==> config.mk <==
export PLATFORM = sky130hd
export DESIGN_NAME = countdown_timer_hex_flat
export DESIGN_NICKNAME = d
export VERILOG_FILES = /design/src/rtl/countdown_timer_hex_pkg.sv /design/src/rtl/countdown_timer_hex_if.sv /design/src/rtl/countdown_timer_hex_hex_seg7.sv /design/src/rtl/countdown_timer_hex.sv /design/src/flat_wrapper.sv
export SDC_FILE = /design/constraint.sdc
export NUM_CORES = 1
export LEC_CHECK = 0
export BUFFER_PORTS_ARGS = -buffer_cell sky130_fd_sc_hd__buf_4
export CAP_MARGIN = 30
export CORE_ASPECT_RATIO = 0.8
export CORE_UTILIZATION = 50
export CTS_CLUSTER_SIZE = 8
export DETAILED_ROUTE_END_ITERATION = 16
export HOLD_SLACK_MARGIN = 0.03
export PLACE_DENSITY_LB_ADDON = 0.2
export SLEW_MARGIN = 20
export SYNTH_ARGS = -nofsm -noshare
export SYNTH_HDL_FRONTEND = slang
export SYNTH_SLANG_ARGS = --single-unit
==> constraint.sdc <==
create_clock -name clock -period 4.95 [get_ports clock]
set_clock_uncertainty 0.1 [all_clocks]
set_input_delay 0.7425 -clock clock [delete_from_list [all_inputs] [get_ports clock]]
set_output_delay 0.7425 -clock clock [all_outputs]
set_load 0.005 [all_outputs]
==> src/rtl/countdown_timer_hex_pkg.sv <==
//==============================================================================
// Module   : countdown_timer_hex_pkg
// Purpose  : Shared state encoding and active-low 7-segment glyphs.
// Revision : 1.0 - initial release
//==============================================================================
`default_nettype none

package countdown_timer_hex_pkg;

   typedef enum logic [1:0] {
      ST_IDLE  = 2'd0,
      ST_RUN   = 2'd1,
      ST_PAUSE = 2'd2,
      ST_DONE  = 2'd3
   } state_t;

   // Segment order is {g,f,e,d,c,b,a}; a 0 lights the segment.
   localparam logic [6:0] SEG_0     = 7'b1000000;
   localparam logic [6:0] SEG_1     = 7'b1111001;
   localparam logic [6:0] SEG_2     = 7'b0100100;
   localparam logic [6:0] SEG_3     = 7'b0110000;
   localparam logic [6:0] SEG_4     = 7'b0011001;
   localparam logic [6:0] SEG_5     = 7'b0010010;
   localparam logic [6:0] SEG_6     = 7'b0000010;
   localparam logic [6:0] SEG_7     = 7'b1111000;
   localparam logic [6:0] SEG_8     = 7'b0000000;
   localparam logic [6:0] SEG_9     = 7'b0010000;
   localparam logic [6:0] SEG_A     = 7'b0001000;
   localparam logic [6:0] SEG_B     = 7'b0000011;
   localparam logic [6:0] SEG_C     = 7'b1000110;
   localparam logic [6:0] SEG_D     = 7'b0100001;
   localparam logic [6:0] SEG_E     = 7'b0000110;
   localparam logic [6:0] SEG_F     = 7'b0001110;
   localparam logic [6:0] SEG_BLANK = 7'b1111111;

endpackage

`default_nettype wire

==> src/rtl/countdown_timer_hex_if.sv <==
//==============================================================================
// Module   : countdown_timer_hex_if
// Purpose  : Control pulses in, count/status/display out for the countdown timer.
// Revision : 1.0 - initial release
//==============================================================================
`default_nettype none

interface countdown_timer_hex_if #(
   parameter int WIDTH = 8
);
   logic             load;
   logic [WIDTH-1:0] load_value;
   logic             start;
   logic [WIDTH-1:0] count;
   logic             running;
   logic             tick;
   logic             done;
   logic [6:0]       hex0;
   logic [6:0]       hex1;

   modport master (
      output load, load_value, start,
      input  count, running, tick, done, hex0, hex1
   );

   modport slave (
      input  load, load_value, start,
      output count, running, tick, done, hex0, hex1
   );
endinterface

`default_nettype wire

==> src/rtl/countdown_timer_hex_hex_seg7.sv <==
//==============================================================================
// Module   : hex_seg7
// Purpose  : One hex digit to active-low 7-segment pattern, purely combinational.
// Revision : 1.0 - initial release
//==============================================================================
`default_nettype none

module hex_seg7
   import countdown_timer_hex_pkg::*;
(
   input  logic [3:0] i_nibble,
   output logic [6:0] o_seg
);

   always_comb begin
      o_seg = SEG_BLANK;
      case (i_nibble)
         4'h0: o_seg = SEG_0;
         4'h1: o_seg = SEG_1;
         4'h2: o_seg = SEG_2;
         4'h3: o_seg = SEG_3;
         4'h4: o_seg = SEG_4;
         4'h5: o_seg = SEG_5;
         4'h6: o_seg = SEG_6;
         4'h7: o_seg = SEG_7;
         4'h8: o_seg = SEG_8;
         4'h9: o_seg = SEG_9;
         4'hA: o_seg = SEG_A;
         4'hB: o_seg = SEG_B;
         4'hC: o_seg = SEG_C;
         4'hD: o_seg = SEG_D;
         4'hE: o_seg = SEG_E;
         4'hF: o_seg = SEG_F;
         default: o_seg = SEG_BLANK;
      endcase
   end

endmodule

`default_nettype wire

==> src/rtl/countdown_timer_hex.sv <==
//==============================================================================
// Module   : countdown_timer_hex
// Purpose  : Loadable down-counter decremented at a prescaled rate, with done
//            flag and two-digit hex display.
// Revision : 1.0 - initial release
//==============================================================================
`default_nettype none

module countdown_timer_hex
   import countdown_timer_hex_pkg::*;
#(
   parameter int WIDTH    = 8,
   parameter int TICK_DIV = 50_000_000
) (
   input  logic                   clock,
   input  logic                   clear_b,
   countdown_timer_hex_if.slave   bus
);

   localparam int                 c_pre_w    = $clog2(TICK_DIV);
   localparam logic [c_pre_w-1:0] c_pre_last = c_pre_w'(TICK_DIV - 1);

   state_t             r_state, w_state_nxt;
   logic [WIDTH-1:0]   r_count, w_count_nxt;
   logic [c_pre_w-1:0] r_pre,   w_pre_nxt;
   logic               r_tick,  w_tick_nxt;
   logic               r_done;
   logic               r_running;

   always_ff @(posedge clock) begin
      if (!clear_b) begin
         r_state   <= ST_IDLE;
         r_count   <= '0;
         r_pre     <= '0;
         r_tick    <= 1'b0;
         r_done    <= 1'b0;
         r_running <= 1'b0;
      end else begin
         r_state   <= w_state_nxt;
         r_count   <= w_count_nxt;
         r_pre     <= w_pre_nxt;
         r_tick    <= w_tick_nxt;
         r_done    <= (w_state_nxt == ST_DONE);
         r_running <= (w_state_nxt == ST_RUN);
      end
   end

   // Priority: load, then start, then prescaler advance while running.
   always_comb begin
      w_state_nxt = r_state;
      w_count_nxt = r_count;
      w_pre_nxt   = r_pre;
      w_tick_nxt  = 1'b0;
      if (bus.load) begin
         w_count_nxt = bus.load_value;
         w_pre_nxt   = '0;
         w_state_nxt = ST_IDLE;
      end else if (bus.start) begin
         case (r_state)
            ST_IDLE, ST_PAUSE: if (r_count != '0) w_state_nxt = ST_RUN;
            ST_RUN:            w_state_nxt = ST_PAUSE;
            default:           w_state_nxt = r_state;
         endcase
      end else if (r_state == ST_RUN) begin
         if (r_pre == c_pre_last) begin
            w_pre_nxt   = '0;
            w_count_nxt = r_count - WIDTH'(1);
            w_tick_nxt  = 1'b1;
            if (r_count == WIDTH'(1)) w_state_nxt = ST_DONE;
         end else begin
            w_pre_nxt = r_pre + c_pre_w'(1);
         end
      end
   end

   assign bus.count   = r_count;
   assign bus.running = r_running;
   assign bus.tick    = r_tick;
   assign bus.done    = r_done;

   hex_seg7 u_hex0 (
      .i_nibble (r_count[3:0]),
      .o_seg    (bus.hex0)
   );

   hex_seg7 u_hex1 (
      .i_nibble (r_count[7:4]),
      .o_seg    (bus.hex1)
   );

endmodule

`default_nettype wire

==> src/flat_wrapper.sv <==
// flat-port wrapper written by rule: the top's interface ports become plain ports
module countdown_timer_hex_flat import countdown_timer_hex_pkg::*;
#(
   parameter int WIDTH    = 8,
   parameter int TICK_DIV = 50_000_000
)
  (clock, clear_b, bus_load, bus_load_value, bus_start, bus_count, bus_running, bus_tick, bus_done, bus_hex0, bus_hex1);
  countdown_timer_hex_if #(.WIDTH(WIDTH)) bus_i ();
  input  logic clock;
  input  logic clear_b;
  input wire logic [$bits(bus_i.load)-1:0] bus_load;
  input wire logic [$bits(bus_i.load_value)-1:0] bus_load_value;
  input wire logic [$bits(bus_i.start)-1:0] bus_start;
  output wire logic [$bits(bus_i.count)-1:0] bus_count;
  output wire logic [$bits(bus_i.running)-1:0] bus_running;
  output wire logic [$bits(bus_i.tick)-1:0] bus_tick;
  output wire logic [$bits(bus_i.done)-1:0] bus_done;
  output wire logic [$bits(bus_i.hex0)-1:0] bus_hex0;
  output wire logic [$bits(bus_i.hex1)-1:0] bus_hex1;
  assign bus_i.load = bus_load;
  assign bus_i.load_value = bus_load_value;
  assign bus_i.start = bus_start;
  assign bus_count = bus_i.count;
  assign bus_running = bus_i.running;
  assign bus_tick = bus_i.tick;
  assign bus_done = bus_i.done;
  assign bus_hex0 = bus_i.hex0;
  assign bus_hex1 = bus_i.hex1;
  countdown_timer_hex #(.WIDTH(WIDTH), .TICK_DIV(TICK_DIV)) u_core (.clock(clock), .clear_b(clear_b), .bus(bus_i));
endmodule
# == After elaboration in Yosys (flattened, before gate mapping) ==
# Memories as Yosys holds them, arrays and structs flattened. A register that Yosys moved wholly into a read port is not among the register bits.
# Cells that the tools add are included.
# totals
ramBits,0
latch_bits,0
out_inout_bits,25
rom_bits,224
register_bits,39
mem_count,2
word_cells,46
# op_classes
n_lt_le_gt_ge,0
n_mul,0
n_eq_ne,7
n_reduce_logical,9
n_addsub,2
muxes,17
bitwise,3
div_mod_pow,0
n_shift,0
# mem_list
memory,words,word_bits,rd,rd_clocked_by_memory_dff,wr,line_no,rtl
(no name shown),16,7,1,1,0,countdown_timer_hex_hex_seg7.sv:17,case (i_nibble)
(no name shown),16,7,1,1,0,countdown_timer_hex_hex_seg7.sv:17,
# op_table
operator,count
$mux 8,4
$add 26x1->26 const B,1
$eq 26x26->1 const B,1
$mux 26,1
$mux 4,4
$mux 2,6
$eq 8x1->1 const B,1
$reduce_bool 8->1,1
$sub 8x1->8 const B,1
$eq 2x1->1 const B,2
$eq 2x2->1 const B,2
$pmux 2 s2,1
$reduce_bool 2->1,2
$reduce_or 2->1,2
$reduce_or 4->1,1
$not 1->1,3
$reduce_and 3->1,1
$logic_not 2->1,1
$ne 2x2->1 const B,1
$reduce_and 2->1,1
$mux 1,1

# == Longest topological paths before layout ==
# Gate-level depths: netlist of the first run.
# depth
depth_word,7
mapped_depth,12
ltp_nobuf,12

# == Hierarchy ==
# Synthesis of the first run repeated with hierarchy kept, for this count alone.
# hier_totals
cells_unflattened,307
area_unflattened_um2,2555.0
# by_module_without_submodules
mod,area_per_inst_um2,cells_per_inst,instances
countdown_timer_hex,2004.4,243,1
hex_seg7,275.3,32,2

# == Worst setup path after synthesis of the first run ==
# No wires, ideal clock.
# synth_timing
path_kind,input to register
start,input bus_start
end,"register, netlist name u_core.u_hex1.o_seg[3]"
t_required_ns,4.714
arrival_ns,3.175
setup_time_ns,0.136
n_path_buf,0
stages,9
slack_ns,1.540
cell_sequence,nor3b_1 > nand4_1 > nor4_1 > xnor2_1 > o21ai_0 > and2_1 > inv_1 > ha_1 > mux4_1
# synth_via
elab_chain_cells,4
# synth_rtl
element,line_no,rtl
"start, declared",flat_wrapper.sv:13,input wire logic [$bits(bus_i.start)-1:0] bus_start;
$ne 2x2->1 (no line),--,
$reduce_and 3->1 (no line),--,
$mux 4 (no line) (2 in a row),--,
# Every way passes these cells.
# A chain may end at the register's enable or synchronous reset.

# == Worst setup path after layout of the first run ==
# layout_timing
start,register u_core.r_pre[17]
end,"register, netlist name u_core.u_hex1.o_seg[3]"
# layout_via
elab_chain_cells,5
# layout_rtl
element,line_no,rtl
"start, declared",countdown_timer_hex.sv:25,"logic [c_pre_w-1:0] r_pre, w_pre_nxt;"
"start signal, assigned",countdown_timer_hex.sv:41,r_pre <= w_pre_nxt;
$eq 26x26->1,countdown_timer_hex.sv:65,if (r_pre == c_pre_last) begin
$reduce_bool 2->1 (no line),--,
$reduce_and 3->1 (no line),--,
$mux 4 (no line) (2 in a row),--,
# Every way passes these cells.

==> results of run 1 <==
[flip-flops by register name (all words and copies together), names as in the netlist]
register and flops:
u_core.bus.count 8, u_core.bus.done 1, u_core.bus.running 1, u_core.bus.tick 1, u_core.r_pre 26, u_core.r_state 2, u_core.u_hex0.o_seg 7, u_core.u_hex1.o_seg 7
[path summary, 6_finish.rpt]
path	endpoint	slack (ns)	depth (start not counted)
setup / recovery	u_core.u_hex1.o_seg[3]	1.29	9
hold / removal	u_core.r_pre[1]	0.38	2
setup reg to reg	u_core.u_hex1.o_seg[3]	1.29	9
hold reg to reg	u_core.r_pre[1]	0.38	2
[routing by layer]
metal / up-vias / global-route usage [%]
met5: - / 0
met3: 6 / 4.524
met4: 0 / 6.250
met1: 1105 / 29.73
li1: 1197 / -
met2: 39 / 31.80
[power breakdown]
| part | switching [uW] | internal, uW |
|---|---|---|
| logic | 60.4 | 60.1 |
| clock network | 134 | 101 |
| registers | 10.0 | 443 |
| total | 204 | 604 |
[layout make-up]
type,instances,area share (%)
Clock buffer,8,2.471
Timing Repair Buffer,38,8.919
Sequential cell,53,32.74
Inverter,17,1.969
Tap cell,75,2.896
Multi-Input combinational cell,241,51.00
[cell usage in the layout (no fill, tap or decap), types with 5 or more instances in the layout]
cell type | netlist | layout
dfxtp_1 | 53 | 53
and2_1 | 10 | 10
xnor2_1 | 12 | 12
ha_1 | 16 | 16
xor2_1 | 16 | 16
a22o_1 | 5 | 5
nor4_1 | 6 | 6
o21ai_0 | 10 | 10
nand2b_1 | 5 | 5
nor3_1 | 7 | 7
nor2_1 | 41 | 41
clkbuf_8 | 0 | 5
mux2i_1 | 8 | 8
buf_4 | 0 | 37
nand3_1 | 19 | 19
nand4_1 | 8 | 8
inv_1 | 17 | 17
nand2_1 | 19 | 19
[cells by family (layout without fill, tap and decap cells)]
kind of cell / count (synthesis) / count (layout) / synth area share (%)
flip-flops: 53 / 53 / 37.82
multiplexers: 9 / 9 / 3.792
adder cells (fa/ha/maj): 16 / 16 / 7.136
AND/OR/NAND/NOR: 145 / 145 / 27.83
buffers and inverters: 24 / 63 / 3.256
XOR/XNOR: 28 / 28 / 8.742
AO/OA/AOI/OAI: 43 / 43 / 11.42
[worst max-delay path, cell delays in order, from the launching register on]
cell and delay, ns:
dfxtp_1 0.44, or4b_1 0.45, or4_1 0.59, nor4_1 0.38
xnor2_1 0.09, o21ai_0 0.36, and2_1 0.27, inv_1 0.10
ha_1 0.27, mux4_1 0.48
[metrics by stage]
step / cell area, um^2 / hold slack (ns) / total power, uW / setup slack [ns]
floorplan: 2805 / 0.3492 / 533.3 / 1.540
global placement: 3149 / 0.3607 / 581.2 / 1.456
detailed placement: 3149 / 0.3729 / 581.7 / 1.310
CTS: 3229 / 0.3854 / 813.1 / 1.299
global route: 3241 / 0.4237 / 843.0 / 0.9469
finish: 3241 / 0.3827 / 807.5 / 1.294
==> flow_summary.json, run 1 <==
{
  "status": "completed",
  "cts.sinks": 53,
  "cp_max_fo": 8,
  "syn_avg_cell_area_um2": 8.821,
  "dr_wl_met3_um": 258,
  "end_kind": "flip-flop",
  "ctsResizeCount": 0,
  "synth_largest_area_cell": "dfxtp_1",
  "worstPathArrival_ns": 3.74,
  "antenna_found_initial": 0,
  "drt_iter0_drc": 161,
  "nets": 384,
  "timing.rr.start": "u_core.r_pre[17]",
  "clk_pin_slew_ns": 0.09,
  "tightest_slew_ns": 0.9148,
  "synth_top_area_share_pct": 37.82,
  "setup_viol": 0,
  "wl_per_cell_um": 13.45,
  "seq_area_um2": 1061,
  "powerDensity_nw_per_um2": 249.2,
  "rows": 23,
  "start_util_pct": 53.86,
  "async_reset_ff_share_pct": 0,
  "diodes": 0,
  "critPathRequiredTime_ns": 5.03,
  "core_region_area_um2": 5209,
  "route.top_layer_used": "met4",
  "final_util_pct": 62.21,
  "grt_use_total_pct": 20.90,
  "yosysMostFrequentCell": "dfxtp_1",
  "syn_inst": 318,
  "io_pins": 37,
  "layout.cells.non_filler": 432,
  "period_share_pct": 73.86,
  "syn-cell-area_um2": 2805,
  "grt_max_degree": 26,
  "cts_setup_buffers": 0,
  "drt-pass1-iter-count": 4,
  "start_kind": "flip-flop",
  "routed_via_density": 5.433,
  "place_congestion": 0.8051,
  "synth-edff-count": 0,
  "hold_buffers": 0,
  "ir_drop_v": 0.0001550,
  "drc": 0,
  "met1_length_um": 3081,
  "drt_wl_total_um": 5811,
  "grt_pass1_vias": 2096,
  "synthesis.nets": 346,
  "fp.dieW_um": 85.75,
  "ys_ff_latch": 53,
  "syn_to_final_growth_pct": 15.52,
  "clk_latency_ns": 0.30,
  "cts_inserted_buffers": 5,
  "htree_levels": 2,
  "min_period_ns": 3.656,
  "yosys-top-cells-count": "53 x dfxtp_1, 41 x nor2_1, 19 x nand2_1, 19 x nand3_1, 17 x inv_1",
  "cellLeakagePower_uw": 0.001284,
  "die_h_um": 69.00,
  "relSlewSlack_pct": 38.49,
  "yosys_most_used_dff": "dfxtp_1",
  "overflow": 0,
  "cts_root_buf": "clkbuf_8",
  "path_class": "reg2reg",
  "ant_nets": 0,
  "worstHoldStart": "u_core.r_pre[1]",
  "grt_pass1_wl_um": 9660,
  "dpl.cell_count": 423,
  "io_buffers": 36,
  "yosysSeqAreaShare_pct": 37.82,
  "cts_tree": "yes",
  "vias": 2347,
  "setup-tns-final_ns": 0,
  "wl_met2_um": 2411,
  "synth.distinct_cells": 54,
  "maxCapViolCount": 0,
  "max_freq_ghz": 0.2735,
  "drive_gt1_share_pct": 13.17,
  "cts_buffer_depth": 2,
  "worstSetupStartpoint": "u_core.r_pre[17]",
  "multiInputGateArea_um2": 1653,
  "die-area_um2": 5916,
  "finalHoldViolCount": 0,
  "fill_cells": 458,
  "hpwl_um": 4355,
  "ys_top_cells_by_area": "dfxtp_1 38%, ha_1 7.1%, nor2_1 5.5%",
  "ys_warn_count": 0,
  "holdCritPathClass": "reg2reg",
  "slew_viol_final": 0,
  "grt_setup_unrepaired": "no"
}
Power figures use the tool's default switching activity.
==> run 2: changes to the inputs <==
==> constraint.sdc (replaced) <==
create_clock -name clock -period 3.19 [get_ports clock]
set_clock_uncertainty 0.1 [all_clocks]
set_input_delay 0.4785 -clock clock [delete_from_list [all_inputs] [get_ports clock]]
set_output_delay 0.4785 -clock clock [all_outputs]
set_load 0.005 [all_outputs]
==> flow_summary.json, run 2 (synthesis gave the netlist of run 1 again) <==
{
  "syn_to_final_growth_pct": 22.44,
  "setup-tns-final_ns": 0,
  "relSlewSlack_pct": 67.31,
  "antenna_found_initial": 0,
  "top_register": "u_core.r_pre",
  "timing.rr.start": "u_core.r_pre[11]",
  "cp_max_fo": 4,
  "io_pins": 37,
  "worstHoldStart": "bus_load_value[4]",
  "clk_latency_ns": 0.30,
  "clockPowerShare_pct": 28.7,
  "drive_gt1_share_pct": 20.32,
  "final_common_cell": "buf_4",
  "routed_via_density": 5.381,
  "final_util_pct": 65.94,
  "vias": 2443,
  "critical-path-top-delay-family": "simple AND/OR/NAND/NOR gates",
  "cts_inserted_buffers": 5,
  "path_class": "reg2reg",
  "critPathRequiredTime_ns": 3.27,
  "worstSetupStartpoint": "u_core.r_pre[11]",
  "worstPathArrival_ns": 3.12,
  "start_kind": "flip-flop",
  "power.switching_uw": 330.9,
  "wl_per_cell_um": 13.86,
  "cts_buffer_depth": 2,
  "status": "completed",
  "maxCapViolCount": 0,
  "holdCritPathClass": "in2reg",
  "tightest_slew_ns": 0.4859,
  "start_util_pct": 53.86,
  "grt_pass1_wl_um": 10250,
  "drc": 0,
  "ir_drop_v": 0.0002757,
  "ant_nets": 0,
  "whs_ns": 0.3511,
  "min_period_ns": 3.040,
  "fp.dieW_um": 85.75,
  "setup_viol": 0,
  "grt_max_degree": 26,
  "critPathSlowestCell": "or4b_1",
  "final_cell_area_um2": 3435,
  "htree_levels": 2,
  "grt_setup_unrepaired": "no",
  "grt_pass1_vias": 2234,
  "max_freq_ghz": 0.3289,
  "final_cell_mix": "59 x buf_4, 53 x dfxtp_1, 41 x nor2_1, 19 x nand2_1, 19 x nand3_1",
  "end_kind": "flip-flop",
  "nets": 406,
  "drt-pass1-iter-count": 4,
  "path_cells": "or4b_1 -> or4_4 -> nor4_4 -> xnor2_1 -> o21ai_1 -> and2_4 -> ha_1 -> mux4_1",
  "critPathBufInv": 0,
  "combinationalPowerShare_pct": 16.3,
  "switching_share_pct": 25.96,
  "overflow": 0,
  "die_h_um": 69.00,
  "grt_use_total_pct": 22.18,
  "finalHoldViolCount": 0,
  "cts.sinks": 53,
  "setup_ws_ns": 0.1497,
  "critPathMaxStageDelay_ns": 0.53,
  "internal_power_uw": 943.9,
  "cts_root_buf": "clkbuf_8",
  "largest_register_ffs": 26,
  "diodes": 0,
  "period_share_pct": 95.31,
  "cts_setup_buffers": 0,
  "place_congestion": 0.8538,
  "core_region_area_um2": 5209,
  "hpwl_um": 4687,
  "drt_wl_total_um": 6294,
  "seqPwrFrac_pct": 55.0,
  "placed_area_um2": 3321,
  "powerDensity_nw_per_um2": 371.2,
  "drt_iter0_drc": 120,
  "fill_cells": 440,
  "rows": 23,
  "slew_viol_final": 0,
  "cellLeakagePower_uw": 0.001407,
  "post-place-ws_ns": 0.01517,
  "clk_pin_slew_ns": 0.10,
  "cts_tree": "yes",
  "io_buffers": 36,
  "die-area_um2": 5916
}
[run 2: cell type report]
type	count	area [um^2]	share of cell area, %
clock buffers	5	68.82	2.004
inverters	17	63.81	1.858
repair buffers	60	447.9	13.04
well taps	75	93.84	2.732
flip-flops and latches	53	1061	30.89
multi-input cells	241	1682	48.96
clock inverters	3	17.52	0.5100
[run 2: path summary, 6_finish.rpt]
path / slack (ns) / cells past startpoint / to
worst max-delay path: 0.15 / 8 / u_core.u_hex1.o_seg[3]
worst min-delay path: 0.35 / 3 / u_core.bus.count[4]
worst min register to register: 0.40 / 2 / u_core.r_pre[1]
worst max register to register: 0.15 / 8 / u_core.u_hex1.o_seg[3]
[run 2: worst register-to-register path: stages (launching register included)]
cell and delay, ns:
dfxtp_1 0.32, or4b_1 0.53, or4_4 0.47, nor4_4 0.28, xnor2_1 0.14, o21ai_1 0.09
and2_4 0.18, ha_1 0.31, mux4_1 0.49
[run 2: power groups by stage]
stage | Sequential [uW] | Clock (uW) | Combinational (uW)
2_1_floorplan | 717 | 0 | 111
3_3_place_gp | 716 | 0 | 199
3_5_place_dp | 716 | 0 | 202
4_1_cts | 701 | 379 | 204
5_1_grt | 705 | 404 | 229
6_report | 701 | 365 | 208
[run 2: routing by layer]
| layer | wire, um | share of wire [%] | GRT usage, % | vias up |
|---|---|---|---|---|
| met3 | 245 | 3.9 | 4.048 | 4 |
| met5 | 0 | 0 | 0 | - |
| met4 | 40 | 0.64 | 5.833 | 0 |
| met2 | 2751 | 44 | 34.90 | 48 |
| met1 | 3256 | 52 | 31.49 | 1148 |
| li1 | - | - | - | 1243 |
[run 2: what timing repair did]
action / CTS / global route
endpoints found under the setup margin: 1 / 8
hold buffers: 0 / 0
pin swaps: 0 / 1
gates resized for setup: 1 / 5
[run 2: per-stage QoR]
step	power, uW	cells
after floorplan	828.0	318
after global placement	915.5	445
after detailed placement	918.3	445
after CTS	1284	453
after global routing	1337	454
final	1275	454
